$ cat config.mk
export PLATFORM = sky130hd
export DESIGN_NAME = gactx_rr_pick
export DESIGN_NICKNAME = d
export VERILOG_FILES = /design/src/rtl/gactx_rr_pick.sv
export SDC_FILE = /design/constraint.sdc
export NUM_CORES = 1
export LEC_CHECK = 0
export BUFFER_PORTS_ARGS = -buffer_cell sky130_fd_sc_hd__clkbuf_2
export CORE_MARGIN = 3
export CORE_UTILIZATION = 30
export DETAILED_ROUTE_END_ITERATION = 8
export PLACE_DENSITY_LB_ADDON = 0.05
export SYNTH_ARGS = -nofsm -noshare
export SYNTH_HDL_FRONTEND = slang
export SYNTH_SLANG_ARGS = --single-unit
$ cat constraint.sdc
create_clock -name vclk -period 2.4
set_input_delay 0.48 -clock vclk [all_inputs]
set_output_delay 0.48 -clock vclk [all_outputs]
set_load 0.01 [all_outputs]
$ cat src/rtl/gactx_rr_pick.sv
// Combinational round-robin picker: first set req bit at or above ptr, wrapping at N-1.
module gactx_rr_pick #(
    parameter int N = 4,
    parameter int W = 2
) (
    input  logic [N-1:0] req,
    input  logic [W-1:0] ptr,
    output logic [N-1:0] grant,
    output logic [W-1:0] idx,
    output logic         any
);

    logic [W:0]   sum;
    logic [W-1:0] cand;

    // Wrap is an explicit subtract so non-power-of-two N never yields an index >= N.
    always_comb begin
        grant = '0;
        idx   = '0;
        any   = 1'b0;
        sum   = '0;
        cand  = '0;
        for (int off = 0; off < N; off++) begin
            sum = {1'b0, ptr} + (W+1)'(off);
            if (sum >= (W+1)'(N)) begin
                sum = sum - (W+1)'(N);
            end
            cand = sum[W-1:0];
            if (!any && req[cand]) begin
                any         = 1'b1;
                grant[cand] = 1'b1;
                idx         = cand;
            end
        end
    end

endmodule

=== Word-level counts from Yosys, hierarchy flattened ===
Index checks and enable logic that the tools add are counted.

* Flip-flop bits (word level): 0
* Input port bits: 6
* Output and inout bits: 7
* Word-level logic and storage cells: 64

* $add $sub $neg: 7
* Order comparisons: 12
* Multiplexer cells: 32
* Bitwise gates (word level): 3
* Reductions and logical operators: 10

{| class="wikitable"
|+ Operators by type and width
! cell !! count
|-
| 2-bit 2-to-1 mux || 8
|-
| 4-bit 2-to-1 mux || 4
|-
| 2-bit by 3-bit less-than comparator with 1-bit output (second input constant) || 4
|-
| 1-bit 2-to-1 mux || 12
|-
| 4-bit bitwise OR || 3
|-
| 3-bit greater-or-equal comparator (second input constant) || 3
|-
| 1-bit binary-select mux with 2-bit select || 4
|-
| 1-bit demux with 2-bit select || 4
|-
| 2-bit by 1-bit greater-or-equal comparator with 1-bit output (second input constant) || 4
|-
| 2-bit by 1-bit subtractor with 2-bit output (second input constant) || 4
|-
| 1-bit logical AND || 7
|-
| 2-bit by 2-bit adder with 3-bit output (second input constant) || 2
|-
| 2-bit by 1-bit adder with 3-bit output (second input constant) || 1
|-
| 2-bit by 3-bit greater-or-equal comparator with 1-bit output (second input constant) || 1
|-
| 1-bit zero test || 3
|}

=== Depth between registers and ports, before layout ===
* Depth in word-level cells: 14
* Depth in mapped cells: 8
* Gate-level depth less buffers: 6

=== Worst setup path after synthesis ===
Ideal clock, no wire load.

* Path type: input-to-output
* From: in ptr[0]
* To: out idx[1]
* Data arrival time: 2.081 ns
* Setup slack: -0.161 ns
* Stages: 8
* Cell sequence: buf_6 > inv_1 > ha_1 > mux4_2 > buf_6 > nor4b_4 > nor2_1 > a32o_1

* Longest elaborated chain between the ends: 14
* Elaborated cells between the ends (all ways): 36
* Classes of those cells: add/sub: 7; order compare: 4; mux: 19; reduce/logical: 6

{| class="wikitable"
|+ RTL lines
! item !! RTL line !! RTL
|-
| start: declaration || 7 || <nowiki>input logic [W-1:0] ptr,</nowiki>
|-
| parallel branches: the longest is 13 deep, another holds 2-bit by 1-bit adder with 3-bit output || - ||
|-
| 2-bit 2-to-1 mux * || 29 || <nowiki>if (!any && req[cand]) begin</nowiki>
|-
| end: declaration || 9 || <nowiki>output logic [W-1:0] idx,</nowiki>
|}

Every way passes the cells marked *. The select of a mux whose other input is x is not followed.

=== Worst setup path in the final report ===
* From: in ptr[0]
* To: out grant[1]

* Longest elaborated chain between the ends: 14
* Elaborated cells between the ends (all ways): 59
* Classes of those cells: add/sub: 7; order compare: 12; mux: 27; bitwise: 3; reduce/logical: 10

{| class="wikitable"
|+ RTL lines
! item !! RTL line !! RTL
|-
| parallel branches: the longest is 13 deep, another holds 2-bit by 1-bit adder with 3-bit output || - ||
|-
| 4-bit 2-to-1 mux * || 29 ||
|-
| end: declaration || 8 || <nowiki>output logic [N-1:0] grant,</nowiki>
|}

Marks and branches as above.

==> results by group <==
Worst setup path
  • Worst-path maximum fanout: 5
  • CP endpoint kind: output port
  • Setup Crit Path Kind: in2out
  • WP data required: 1920 ps
  • Startpoint Class: input pin
  • Crit path largest cell delay: 310 ps
  • Worst-path cell chain: clkbuf_16 > inv_6 > ha_4 > buf_4 > mux4_2 > nor4b_4 > buf_4 > a22oi_1 > o21ai_2 > clkbuf_2
  • Most used cell, CP: buf_4
  • WP data arrival: 2060 ps
  • CP delay by family, top: buffers and inverters
  • Worst path bufs/invs: 5
  • CP max-delay cell: mux4_2

Hold path
  • Hold Path Class: in2out

Power and ir drop
  • Max rail drop VDD: 126 µV
  • Pwr Density: 259 mW/mm²
  • Lkg Pwr: 0.314 nW

Route
  • Initial DRC Count: 7
  • Drt total wl: 1.17 mm
  • Drt first pass iters: 4
  • DRC: 0
  • Antenna-violating nets left: 0
  • Via Count: 484
  • DR WL/cell: 13.4 µm
  • DR vias/cell: 5.56

Timing
  • # setup viols final: 6
  • Max Fclk: 0.393 GHz
  • Final worst path period share: 1.06
  • Actual slew at the worst max-slew pin: 254 ps
  • Slew Limit Fails: 0
  • Hold Fails Final Rpt: 0
  • Tightest hold margin: 1410 ps
  • Slew headroom: 0.826
  • RSZ-0062 raised after global routing: true
  • Tmin final: 2540 ps
  • Fin worst setup slack: -143 ps

Run status
  • Outcome: complete, but fails checks
  • Failing checks: setup timing

Finish
  • Register area: 0 µm²
  • Fillers: 112
  • Number of sequential cells: 0
  • Multi-input gate area: 427 µm²
  • Final antenna diode count: 0
  • Clkbuf count: 0
  • Share of cells above drive strength 1: 0.658
  • Nets: 86
  • Core Util, Final: 0.581
  • Area growth syn-to-layout: 67.7%

Synth
  • Synth Cell Area: 422 µm²
  • Sequential-to-total area share from yosys stat: 0
  • Post-synthesis xor/xnor area fraction: 0
  • Post-synthesis adder-cell area fraction: 0.148
  • Simple-gate portion of the synthesized area: 0.175
  • Largest family of logic cells by synthesized area: multiplexers
  • Top post-synthesis cells by area: ha_1, a22oi_1, mux4_1
  • Synth Instances: 45
  • Mean Syn Cell Area: 9.37 µm²
  • Mux cell area share after synthesis: 0.306
  • Synth unique cells: 21
  • Compound-Gate Fraction of Synth Area: 0.282
  • Post-synth top area share: 0.148
  • Yosys warning count: 0
  • Most common cell in the netlist: a22oi_1
  • Syn Nets: 56
  • Commonest cells post-synth: a22oi_1, ha_1, o21ai_0
  • Leading area contributor after synthesis: ha_1

Place
  • Placer congestion estimate: 0.825
  • Port buffer count: 13
  • Detail Placement HPWL: 987 µm

Floorplanning
  • Area of the core: 0.00122 mm²
  • I/O pin cnt: 13
  • Die Wd: 43.5 µm
  • Die footprint: 0.00189 mm²
  • Chip Height: 43.5 µm
  • Site Rows: 12
  • Initial Util: 0.347

Global routing
  • Initial antenna violation count: 0
  • GRT Residual Overflow: 0
  • First-pass GRT wire length: 2.04 mm
  • Vias in the first global route: 468
  • Pin count of the biggest net entering global routing: 12
  • Gr usage total: 0.130

Flow run
  • Max-cap violations: 0
## final timing paths
path,start,end,slack [ps],cells past startpoint
worst max-delay path,ptr[0],grant[1],-140,10
worst min-delay path,ptr[0],idx[0],1410,4
## per-stage QoR
stage	power [mW]	setup slack [ps]	std cells	cell area (µm²)	TNS (ps)
final	0.183	-143	87	707	-476
after global routing	0.199	-202	87	707	-971
after CTS	0.178	-133	87	697	-519
after detailed placement	0.153	-336	85	614	-1480
after global placement	0.145	-178	85	614	-1010
after floorplan	0.0945	-43.4	45	447	-43.4
## layer usage
layer	share of wire	vias to the layer above	track usage
met3	0.040	2	0
met4	0.010	0	0
met2	0.55	10	0.260
met1	0.40	232	0.164
met5	0	-	0
li1	-	240	-
## timing repair
item | CTS | global route
hold endpoints to repair | 0 | 0
pin swaps | 8 | 4
hold buffers | 0 | 0
buffers inserted | 2 | 0
resized for setup | 18 | 10
setup endpoints to repair | 7 | 7
## kinds of logic after synthesis
kind of cell / count (synthesis)
AO/OA/AOI/OAI: 17
adder cells (fa/ha/maj): 5
buffers and inverters: 6
multiplexers: 7
AND/OR/NAND/NOR: 10
## layout make-up
cell class / instances / share of cell area
repair buffers: 31 / 0.345
well taps: 14 / 0.0248
multi-input cells: 39 / 0.604
inverters: 3 / 0.0265
## cell usage in the layout, fill, tap and decap left out, drive strengths merged
master and n:
ha 5, nor3 1, mux2 1, nand2b 2, mux4 4, nor2 3, o211ai 1, a22oi 8
buf 23, nor4 1, o221ai 1, clkbuf 8, nor2b 1, inv 3, o31ai 1, o21ai 5
and2b 1, a32o 1, nor4b 1, mux2i 2
## power by group
part	internal [mW]	leakage, nW	switching (mW)
registers	0	0	0
logic	0.0982	0.314	0.0852
clock network	0	0	0
Power figures use the tool's default switching activity.
